===== src/rtl/btn_pkg.sv =====
// Shared definitions for the push-button conditioner: FSM state encoding and
// default timing constants (in clock cycles).
package btn_pkg;

    localparam int unsigned DEBOUNCE_CYCLES_DEF = 500000;
    localparam int unsigned HOLD_CYCLES_DEF     = 50000000;
    localparam int unsigned REPEAT_CYCLES_DEF   = 10000000;

    typedef enum logic [2:0] {
        ST_IDLE         = 3'd0,
        ST_PRESS_WAIT   = 3'd1,
        ST_PRESSED      = 3'd2,
        ST_HELD         = 3'd3,
        ST_RELEASE_WAIT = 3'd4
    } btn_state_e;

endpackage


===== src/rtl/sync_2ff.sv =====
// Two-flop synchronizer for a single asynchronous bit.
// Ports: clk, rst_n (async active-low), din (async input), dout (synchronized).
// RESET_VAL sets the value both flops take during reset.
module sync_2ff #(
    parameter logic RESET_VAL = 1'b0
) (
    input  logic clk,
    input  logic rst_n,
    input  logic din,
    output logic dout
);

    logic meta_q;
    logic sync_q;

    // Metastability filter: first flop may go metastable, second resolves it.
    always_ff @(posedge clk or negedge rst_n) begin
        if (!rst_n) begin
            meta_q <= RESET_VAL;
            sync_q <= RESET_VAL;
        end else begin
            meta_q <= din;
            sync_q <= meta_q;
        end
    end

    assign dout = sync_q;

endmodule


===== src/rtl/button_conditioner.sv =====
// Push-button conditioner: synchronizes and debounces an active-low button,
// then produces press/release strobes, a toggle level, a held level and an
// auto-repeat strobe while held.
// Ports: CLOCK_50 (clock), reset_n (async active-low), btn_n (raw button,
// 0 = pressed); outputs press_pulse, release_pulse, toggle_state, held,
// repeat_pulse, all registered.
module button_conditioner
    import btn_pkg::*;
#(
    parameter int unsigned DEBOUNCE_CYCLES = DEBOUNCE_CYCLES_DEF,
    parameter int unsigned HOLD_CYCLES     = HOLD_CYCLES_DEF,
    parameter int unsigned REPEAT_CYCLES   = REPEAT_CYCLES_DEF
) (
    input  logic CLOCK_50,
    input  logic reset_n,
    input  logic btn_n,
    output logic press_pulse,
    output logic release_pulse,
    output logic toggle_state,
    output logic held,
    output logic repeat_pulse
);

    localparam int unsigned DB_W  = $clog2(DEBOUNCE_CYCLES + 1);
    localparam int unsigned HLD_W = $clog2(HOLD_CYCLES + 1);
    localparam int unsigned REP_W = $clog2(REPEAT_CYCLES + 1);

    localparam logic [DB_W-1:0]  DB_MAX  = DB_W'(DEBOUNCE_CYCLES);
    localparam logic [HLD_W-1:0] HLD_MAX = HLD_W'(HOLD_CYCLES);
    localparam logic [REP_W-1:0] REP_MAX = REP_W'(REPEAT_CYCLES);

    logic sync;

    btn_state_e       state_q, state_d;
    logic [DB_W-1:0]  db_cnt_q, db_cnt_d, db_inc;
    logic [HLD_W-1:0] hold_cnt_q, hold_cnt_d, hold_inc;
    logic [REP_W-1:0] rep_cnt_q, rep_cnt_d, rep_inc;

    logic press_pulse_q, press_pulse_d;
    logic release_pulse_q, release_pulse_d;
    logic toggle_state_q, toggle_state_d;
    logic held_q, held_d;
    logic repeat_pulse_q, repeat_pulse_d;

    // Idle level of the button is released (1), so sync resets high.
    sync_2ff #(
        .RESET_VAL (1'b1)
    ) u_sync (
        .clk   (CLOCK_50),
        .rst_n (reset_n),
        .din   (btn_n),
        .dout  (sync)
    );

    // State and counter register.
    always_ff @(posedge CLOCK_50 or negedge reset_n) begin
        if (!reset_n) begin
            state_q    <= ST_IDLE;
            db_cnt_q   <= '0;
            hold_cnt_q <= '0;
            rep_cnt_q  <= '0;
        end else begin
            state_q    <= state_d;
            db_cnt_q   <= db_cnt_d;
            hold_cnt_q <= hold_cnt_d;
            rep_cnt_q  <= rep_cnt_d;
        end
    end

    // Next state and counter updates; counters saturate at their limits.
    always_comb begin
        state_d    = state_q;
        db_cnt_d   = db_cnt_q;
        hold_cnt_d = hold_cnt_q;
        rep_cnt_d  = rep_cnt_q;
        db_inc     = (db_cnt_q == DB_MAX)    ? db_cnt_q   : db_cnt_q + DB_W'(1);
        hold_inc   = (hold_cnt_q == HLD_MAX) ? hold_cnt_q : hold_cnt_q + HLD_W'(1);
        rep_inc    = (rep_cnt_q == REP_MAX)  ? rep_cnt_q  : rep_cnt_q + REP_W'(1);

        case (state_q)
            ST_IDLE: begin
                if (!sync) begin
                    state_d  = ST_PRESS_WAIT;
                    db_cnt_d = DB_W'(1);
                end
            end
            ST_PRESS_WAIT: begin
                if (sync) begin
                    state_d  = ST_IDLE;
                    db_cnt_d = '0;
                end else if (db_inc == DB_MAX) begin
                    state_d    = ST_PRESSED;
                    db_cnt_d   = '0;
                    hold_cnt_d = '0;
                    rep_cnt_d  = '0;
                end else begin
                    db_cnt_d = db_inc;
                end
            end
            ST_PRESSED: begin
                // A release sample freezes the hold count until debounced.
                if (sync) begin
                    state_d  = ST_RELEASE_WAIT;
                    db_cnt_d = DB_W'(1);
                end else if (hold_inc == HLD_MAX) begin
                    state_d    = ST_HELD;
                    hold_cnt_d = hold_inc;
                    rep_cnt_d  = '0;
                end else begin
                    hold_cnt_d = hold_inc;
                end
            end
            ST_HELD: begin
                if (sync) begin
                    state_d  = ST_RELEASE_WAIT;
                    db_cnt_d = DB_W'(1);
                end else if (rep_inc == REP_MAX) begin
                    rep_cnt_d = '0;
                end else begin
                    rep_cnt_d = rep_inc;
                end
            end
            ST_RELEASE_WAIT: begin
                // Bounce back to the pressed side keeps the frozen counts.
                if (!sync) begin
                    state_d  = held_q ? ST_HELD : ST_PRESSED;
                    db_cnt_d = '0;
                end else if (db_inc == DB_MAX) begin
                    state_d    = ST_IDLE;
                    db_cnt_d   = '0;
                    hold_cnt_d = '0;
                    rep_cnt_d  = '0;
                end else begin
                    db_cnt_d = db_inc;
                end
            end
            default: begin
                state_d    = ST_IDLE;
                db_cnt_d   = '0;
                hold_cnt_d = '0;
                rep_cnt_d  = '0;
            end
        endcase
    end

    // Output next values derived from the transition being taken.
    always_comb begin
        press_pulse_d   = (state_q == ST_PRESS_WAIT) && (state_d == ST_PRESSED);
        release_pulse_d = (state_q == ST_RELEASE_WAIT) && (state_d == ST_IDLE);
        repeat_pulse_d  = ((state_q == ST_PRESSED) && (state_d == ST_HELD)) ||
                          ((state_q == ST_HELD) && !sync && (rep_inc == REP_MAX));
        held_d          = (state_d == ST_HELD) ||
                          ((state_d == ST_RELEASE_WAIT) && held_q);
        toggle_state_d  = toggle_state_q ^ press_pulse_d;
    end

    // Output register.
    always_ff @(posedge CLOCK_50 or negedge reset_n) begin
        if (!reset_n) begin
            press_pulse_q   <= 1'b0;
            release_pulse_q <= 1'b0;
            toggle_state_q  <= 1'b0;
            held_q          <= 1'b0;
            repeat_pulse_q  <= 1'b0;
        end else begin
            press_pulse_q   <= press_pulse_d;
            release_pulse_q <= release_pulse_d;
            toggle_state_q  <= toggle_state_d;
            held_q          <= held_d;
            repeat_pulse_q  <= repeat_pulse_d;
        end
    end

    assign press_pulse   = press_pulse_q;
    assign release_pulse = release_pulse_q;
    assign toggle_state  = toggle_state_q;
    assign held          = held_q;
    assign repeat_pulse  = repeat_pulse_q;

endmodule


===== config.mk =====
export PLATFORM = sky130hd
export DESIGN_NAME = button_conditioner
export DESIGN_NICKNAME = d
export VERILOG_FILES = /design/src/rtl/btn_pkg.sv /design/src/rtl/sync_2ff.sv /design/src/rtl/button_conditioner.sv
export SDC_FILE = /design/constraint.sdc
export NUM_CORES = 1
export LEC_CHECK = 0
export CAP_MARGIN = 20
export CORE_ASPECT_RATIO = 1.25
export CORE_UTILIZATION = 35
export DETAILED_ROUTE_END_ITERATION = 6
export PLACE_DENSITY_LB_ADDON = 0.05
export RECOVER_POWER = 25
export SKIP_LAST_GASP = 1
export SLEW_MARGIN = 25
export SYNTH_ARGS = -nofsm -noshare
export SYNTH_HDL_FRONTEND = slang
export SYNTH_HIERARCHICAL = 1
export SYNTH_SLANG_ARGS = --single-unit

===== constraint.sdc =====
create_clock -name CLOCK_50 -period 7.5 [get_ports CLOCK_50]
set_input_delay 1.5 -clock CLOCK_50 [delete_from_list [all_inputs] [get_ports CLOCK_50]]
set_output_delay 1.5 -clock CLOCK_50 [all_outputs]
set_load 0.01 [all_outputs]

* Word-level counts from Yosys, hierarchy flattened
Cells that the tools add are included.
** Word-level totals
- Register bits after elaboration :: 79
** Cells by class
- Add/subtract/negate cells :: 3
- Eq/ne operators :: 20
- Muxes and demuxes :: 32
- Bitwise logic cells :: 3
- Reduce and logical (&&, ||, !) cells :: 16
** Operators with widths (count)
- two-way mux 24 bit :: 8
- two-way mux 26 bit :: 5
- one-hot mux 24 bit (5 select lines) :: 1
- two-way mux 19 bit :: 6
- one-hot mux 26 bit (4 select lines) :: 1
- one-hot mux 19 bit (4 select lines) :: 1
- == test 26 bit, second input constant :: 2
- == test 24 bit, second input constant :: 2
- == test 19 bit, second input constant :: 2
- adder 26 x 1 -> 26 bit, second input constant :: 1
- adder 24 x 1 -> 24 bit, second input constant :: 1
- two-way mux 3 bit :: 8
- adder 19 x 1 -> 19 bit, second input constant :: 1
- one-hot mux 3 bit (5 select lines) :: 1
- == test 3 x 2 -> 1 bit, second input constant :: 4
- != test 2 bit, second input constant :: 5
- == test 3 bit, second input constant :: 2
- logical AND 1 bit :: 6
- logical NOT 3 bit :: 2
- AND reduction 6 bit :: 1
- != test 2 x 1 -> 1 bit, second input constant :: 2
- AND reduction 4 bit :: 1
- OR reduction 2 bit :: 2
- == test 3 x 1 -> 1 bit, second input constant :: 1
- 6 further kinds :: 8

* Longest topological paths before layout
- Depth after elaboration :: 9
- Depth in mapped cells :: 14
- Gate-level depth less buffers :: 11

* Cells and area by module
The synthesis kept the hierarchy.
** By module, submodules not included
- button_conditioner :: times used 1, cells each 725, area an instance 5650.4 µm², seq. area each 1926.8 µm²
- sync_2ff :: times used 1, cells each 2, area an instance 52.6 µm², seq. area each 52.6 µm²

* Worst setup path before layout
Ideal clock, no wire load.
- Kind :: reg2reg
- From :: register db_cnt_q[2]
- To :: register rep_cnt_q[5]
- Arrival :: 2867 ps
- Setup slack :: 4499 ps
- Cell stages (with the launch flop) :: 11
- Buffers on the path :: 2
- Clock period less this slack :: 3001 ps
- Cell sequence :: dfrtp_1 buf_2 or4b_2 nor4_1 mux2i_1 nand4_1 o41ai_4 o311ai_2 buf_2 o21ai_1 o31ai_1
** On the way
- Cells in the longest elaborated chain, start to end :: 6
** Ends and longest elaborated chain
- start: declaration :: line button_conditioner.sv:35 : logic [DB_W-1:0] db_cnt_q, db_cnt_d, db_inc;
- start signal: assignment :: line button_conditioner.sv:64 : db_cnt_q <= db_cnt_d;
- adder 19 x 1 -> 19 bit / == test 19 bit (equally long branches) :: line button_conditioner.sv:76 : db_inc = (db_cnt_q == DB_MAX) ? db_cnt_q : db_cnt_q + DB_W'(1);
- two-way mux 19 bit (*) :: line button_conditioner.sv:76
- == test 19 bit (*) :: line button_conditioner.sv:91, button_conditioner.sv:128
- two-way mux 24 bit (*)
- two-way mux 24 bit (on tied branches)
- one-hot mux 24 bit (5 select lines) (*)
- end signal: assignment :: line button_conditioner.sv:66 : rep_cnt_q <= rep_cnt_d;
- end: declaration :: line button_conditioner.sv:37 : logic [REP_W-1:0] rep_cnt_q, rep_cnt_d, rep_inc;
Every way passes the cells marked *; elsewhere a longest branch is shown, timed or not. The select of a mux whose other input is x is not followed.
A chain may end at the register's enable or synchronous reset.

* Worst setup path in the final report
- From :: register db_cnt_q[0]
- To :: register hold_cnt_q[18]
** On the way
- Cells in the longest elaborated chain, start to end :: 6
** Ends and longest elaborated chain
- adder 19 x 1 -> 19 bit / == test 19 bit (equally long branches) :: line button_conditioner.sv:76
- two-way mux 19 bit (*) :: line button_conditioner.sv:76
- == test 19 bit (*) :: line button_conditioner.sv:91, button_conditioner.sv:128
- two-way mux 26 bit (*)
- two-way mux 26 bit (on tied branches)
- one-hot mux 26 bit (4 select lines) (*)
- end signal: assignment :: line button_conditioner.sv:65 : hold_cnt_q <= hold_cnt_d;
- end: declaration :: line button_conditioner.sv:36 : logic [HLD_W-1:0] hold_cnt_q, hold_cnt_d, hold_inc;
Marked as above.

==> flow_summary.ini <==
[run_status]
outcome = finished clean

[global_route]
antenna_found_initial = 0
grt_pass1_wl_um = 27540
overflow = 0
grt_max_degree = 65
first_global_vias = 5245
track_usage_pct = 20.89

[yosys]
synthArstFlopShare_pct = 100.0
yosysUniqueCellTypes = 69
yosysTopAreaCellShare_pct = 33.79
synth_fp_nets = 736
synth_area_mm2 = 0.005703
ys_top_cells_by_area = dfrtp_1 34%, nor2_1 5.0%, nand2_1 4.3%
synth-edff-count = 0
synthFlopType = dfrtp_1
yosys.area_share.adder_pct = 1.316
ys_ff_latch = 79
synth_compound_area_share_pct = 22.95
synth_top_family_by_area = simple AND/OR/NAND/NOR gates
synth-simple-area-share_pct = 31.79
synth-xor-area-share_pct = 3.686
yosysSeqAreaShare_pct = 34.71
syn_area_per_cell_um2 = 7.845
synth.area.mux_share_pct = 0.5485
synth_top_area_cell = dfrtp_1
synth_cells = 727
synth-warning-count = 6

[setup_path]
critPathKind = reg -> reg
reg2reg_from = db_cnt_q[0]$_DFFE_PN0P_
r2r_slack_ps = 3870
r2r_cells = 11
startpoint_type = register
reg2reg_to = hold_cnt_q[18]$_DFFE_PN0P_
worstPathMaxFanout = 17
cp.arrival_ps = 3870
crit_path_end_kind = register
crit_required_ps = 7740

[layout]
diodes = 0
area_growth_pct = 7.306
drive_gt1_share_pct = 5.957
final_area_mm2 = 0.006120
final_cell_mix = 77 x dfrtp_1, 76 x nor2_1, 66 x nand2_1, 44 x o21ai_0, 42 x nand3_1
mostFrequentLayoutCell = dfrtp_1
finish.net_count = 709

[floorplan]
die_w_um = 116.2
start_util_pct = 36.18
row_count = 51
dieArea_mm2 = 0.01681
io-pin-count = 8
die-height_um = 144.7
design.core.area_mm2 = 0.01576

[routing]
wl_per_cell_um = 17.52
maxUsedRoutingLayer = met4
drt_iter0_drc = 420
drt_first_pass_iters = 4
drcViolationCount = 0
wl_um = 16060
antenna_left = 0
route.vias.total = 5493
route.met3.wl_um = 443
met2_wirelength_um = 7714
via_per_inst = 5.990
drt-met1-wl_um = 7518

[worst_hold_path]
worstHoldStart = u_sync/meta_q$_DFF_PN1_
whs_path_depth = 0
hp-class = reg -> reg
holdPathEnd = u_sync/dout$_DFF_PN1_

[clock_network]
clk_pin_slew_ps = 60
clockBufferDepth = 2
cts_resized = 0
numCtsBuffers = 9
cts_sinks = 79
root_buffer = clkbuf_16
hold_buffers = 0
post_cts_buffers = 0
cts_htree_levels = 3
cts_tree = done
insertion_delay_ps = 340

[sta]
period_share_pct = 48.43
tns_ps = 0
slew_viol_final = 0
hold_viol = 0
rsz0062_at_grt = no
post-route-min-period_ps = 3633
fin_skew_ps = 6.265
slew_headroom_pct = 35.47
worstMarginPinSlew_ps = 968.0
max_freq_mhz = 275.3
setup_viol = 0

[power_and_ir_drop]
pwr-share-clk_pct = 45.9
p_int_uw = 664.5
fin_total_pwr_uw = 882.7
p_sw_share_pct = 24.72
power_density_mw_per_mm2 = 144.2
seqPwrFrac_pct = 49.3
max-vdd-ir-drop_mv = 0.08032
comb_power_share_pct = 4.7
p_switching_uw = 218.2
p_leak_uw = 0.002292

[place]
dp_hpwl_um = 11320
portBuffers = 7
placed_area_mm2 = 0.005859
gp_congestion = 0.8261

[job]
maxCapViolations = 0
==> cell type report <==
| type | count | area (um2) |
|---|---|---|
| inverters | 16 | 60.06 |
| clock buffers | 10 | 229.0 |
| flip-flops and latches | 79 | 1979 |
| well taps | 212 | 265.3 |
| clock inverters | 6 | 37.54 |
| repair buffers | 13 | 108.9 |
| multi-input cells | 581 | 3440 |
| fillers | 1668 | 9642 |
==> worst max path at each step <==
| stage | start | endpoint | slack (ps) | depth (start not counted) |
|---|---|---|---|---|
| 5_1_grt | db_cnt_q[0]$_DFFE_PN0P_ | hold_cnt_q[18]$_DFFE_PN0P_ | 3570 | 11 |
| 4_1_cts | db_cnt_q[0]$_DFFE_PN0P_ | hold_cnt_q[18]$_DFFE_PN0P_ | 3840 | 11 |
| 3_3_place_gp | hold_cnt_q[0]$_DFFE_PN0P_ | rep_cnt_q[12]$_DFFE_PN0P_ | 3890 | 10 |
| 2_1_floorplan | db_cnt_q[2]$_DFFE_PN0P_ | rep_cnt_q[5]$_DFFE_PN0P_ | 4500 | 10 |
| 6_report | db_cnt_q[0]$_DFFE_PN0P_ | hold_cnt_q[18]$_DFFE_PN0P_ | 3870 | 11 |
| 3_5_place_dp | db_cnt_q[0]$_DFFE_PN0P_ | hold_cnt_q[18]$_DFFE_PN0P_ | 3870 | 11 |
==> synth_stat cells (all sizes together) (10+ instances only) <==
cell / number
a21oi: 31
nand2: 66
a31oi: 15
inv: 16
or3: 14
buf: 17
o21ai: 85
nor2: 76
and4: 10
and3: 10
clkbuf: 34
nor4: 14
nand2b: 13
nand4: 33
xnor2: 15
nand3: 43
dfrtp: 77
o31ai: 21
nor3: 23
==> critical path: stages, from the launching register on <==
cell and delay, ps:
dfrtp_1 460, ha_1 340, and3_1 300, nand3_1 150, or4_1 460, a211oi_1 300, nand4_1 240, o41ai_4 440
o311ai_4 270, buf_6 240, o21ai_1 130, a21bo_1 200
==> registers in the layout, summed over array words and instances (netlist names), 3 cells and up <==
register,count
state_q,3
rep_cnt_q,24
db_cnt_q,19
hold_cnt_q,26
==> per-stage QoR <==
stage | cells | utilization (%) | hold slack, ps | setup slack, ps
global placement | 900 | 37.10 | 347.2 | 3894
floorplan | 727 | - | 345.2 | 4499
detailed placement | 901 | 37.18 | 352.9 | 3873
finish | 917 | 38.83 | 360.1 | 3867
global route | 917 | 38.83 | 363.4 | 3574
CTS | 917 | 38.87 | 362.2 | 3838
==> layer usage <==
layer	up-vias	track usage, %
li1	2658	-
met1	2708	28.05
met2	105	34.05
met3	22	2.291
met4	0	8.704
met5	-	0
==> power groups by stage <==
stage	registers [uW]	logic [uW]	clock network, uW
final	435	41.9	406
after global routing	436	48.4	438
after CTS	435	43.9	422
after detailed placement	443	43.8	0
after global placement	442	43.6	0
after floorplan	439	26.9	0
==> logic make-up (layout without fill, tap and decap cells) <==
logic type                 Yosys count  in the layout
muxes                                3              3
xor gates and xnor gates            24             24
buffers and inverters               67             45
DFF                                 79             79
and+or+nand+nor                    344            344
AOI/OAI and AO/OA                  204            204
adders and majority gates            6              6
(Power assumes the default switching activity.)
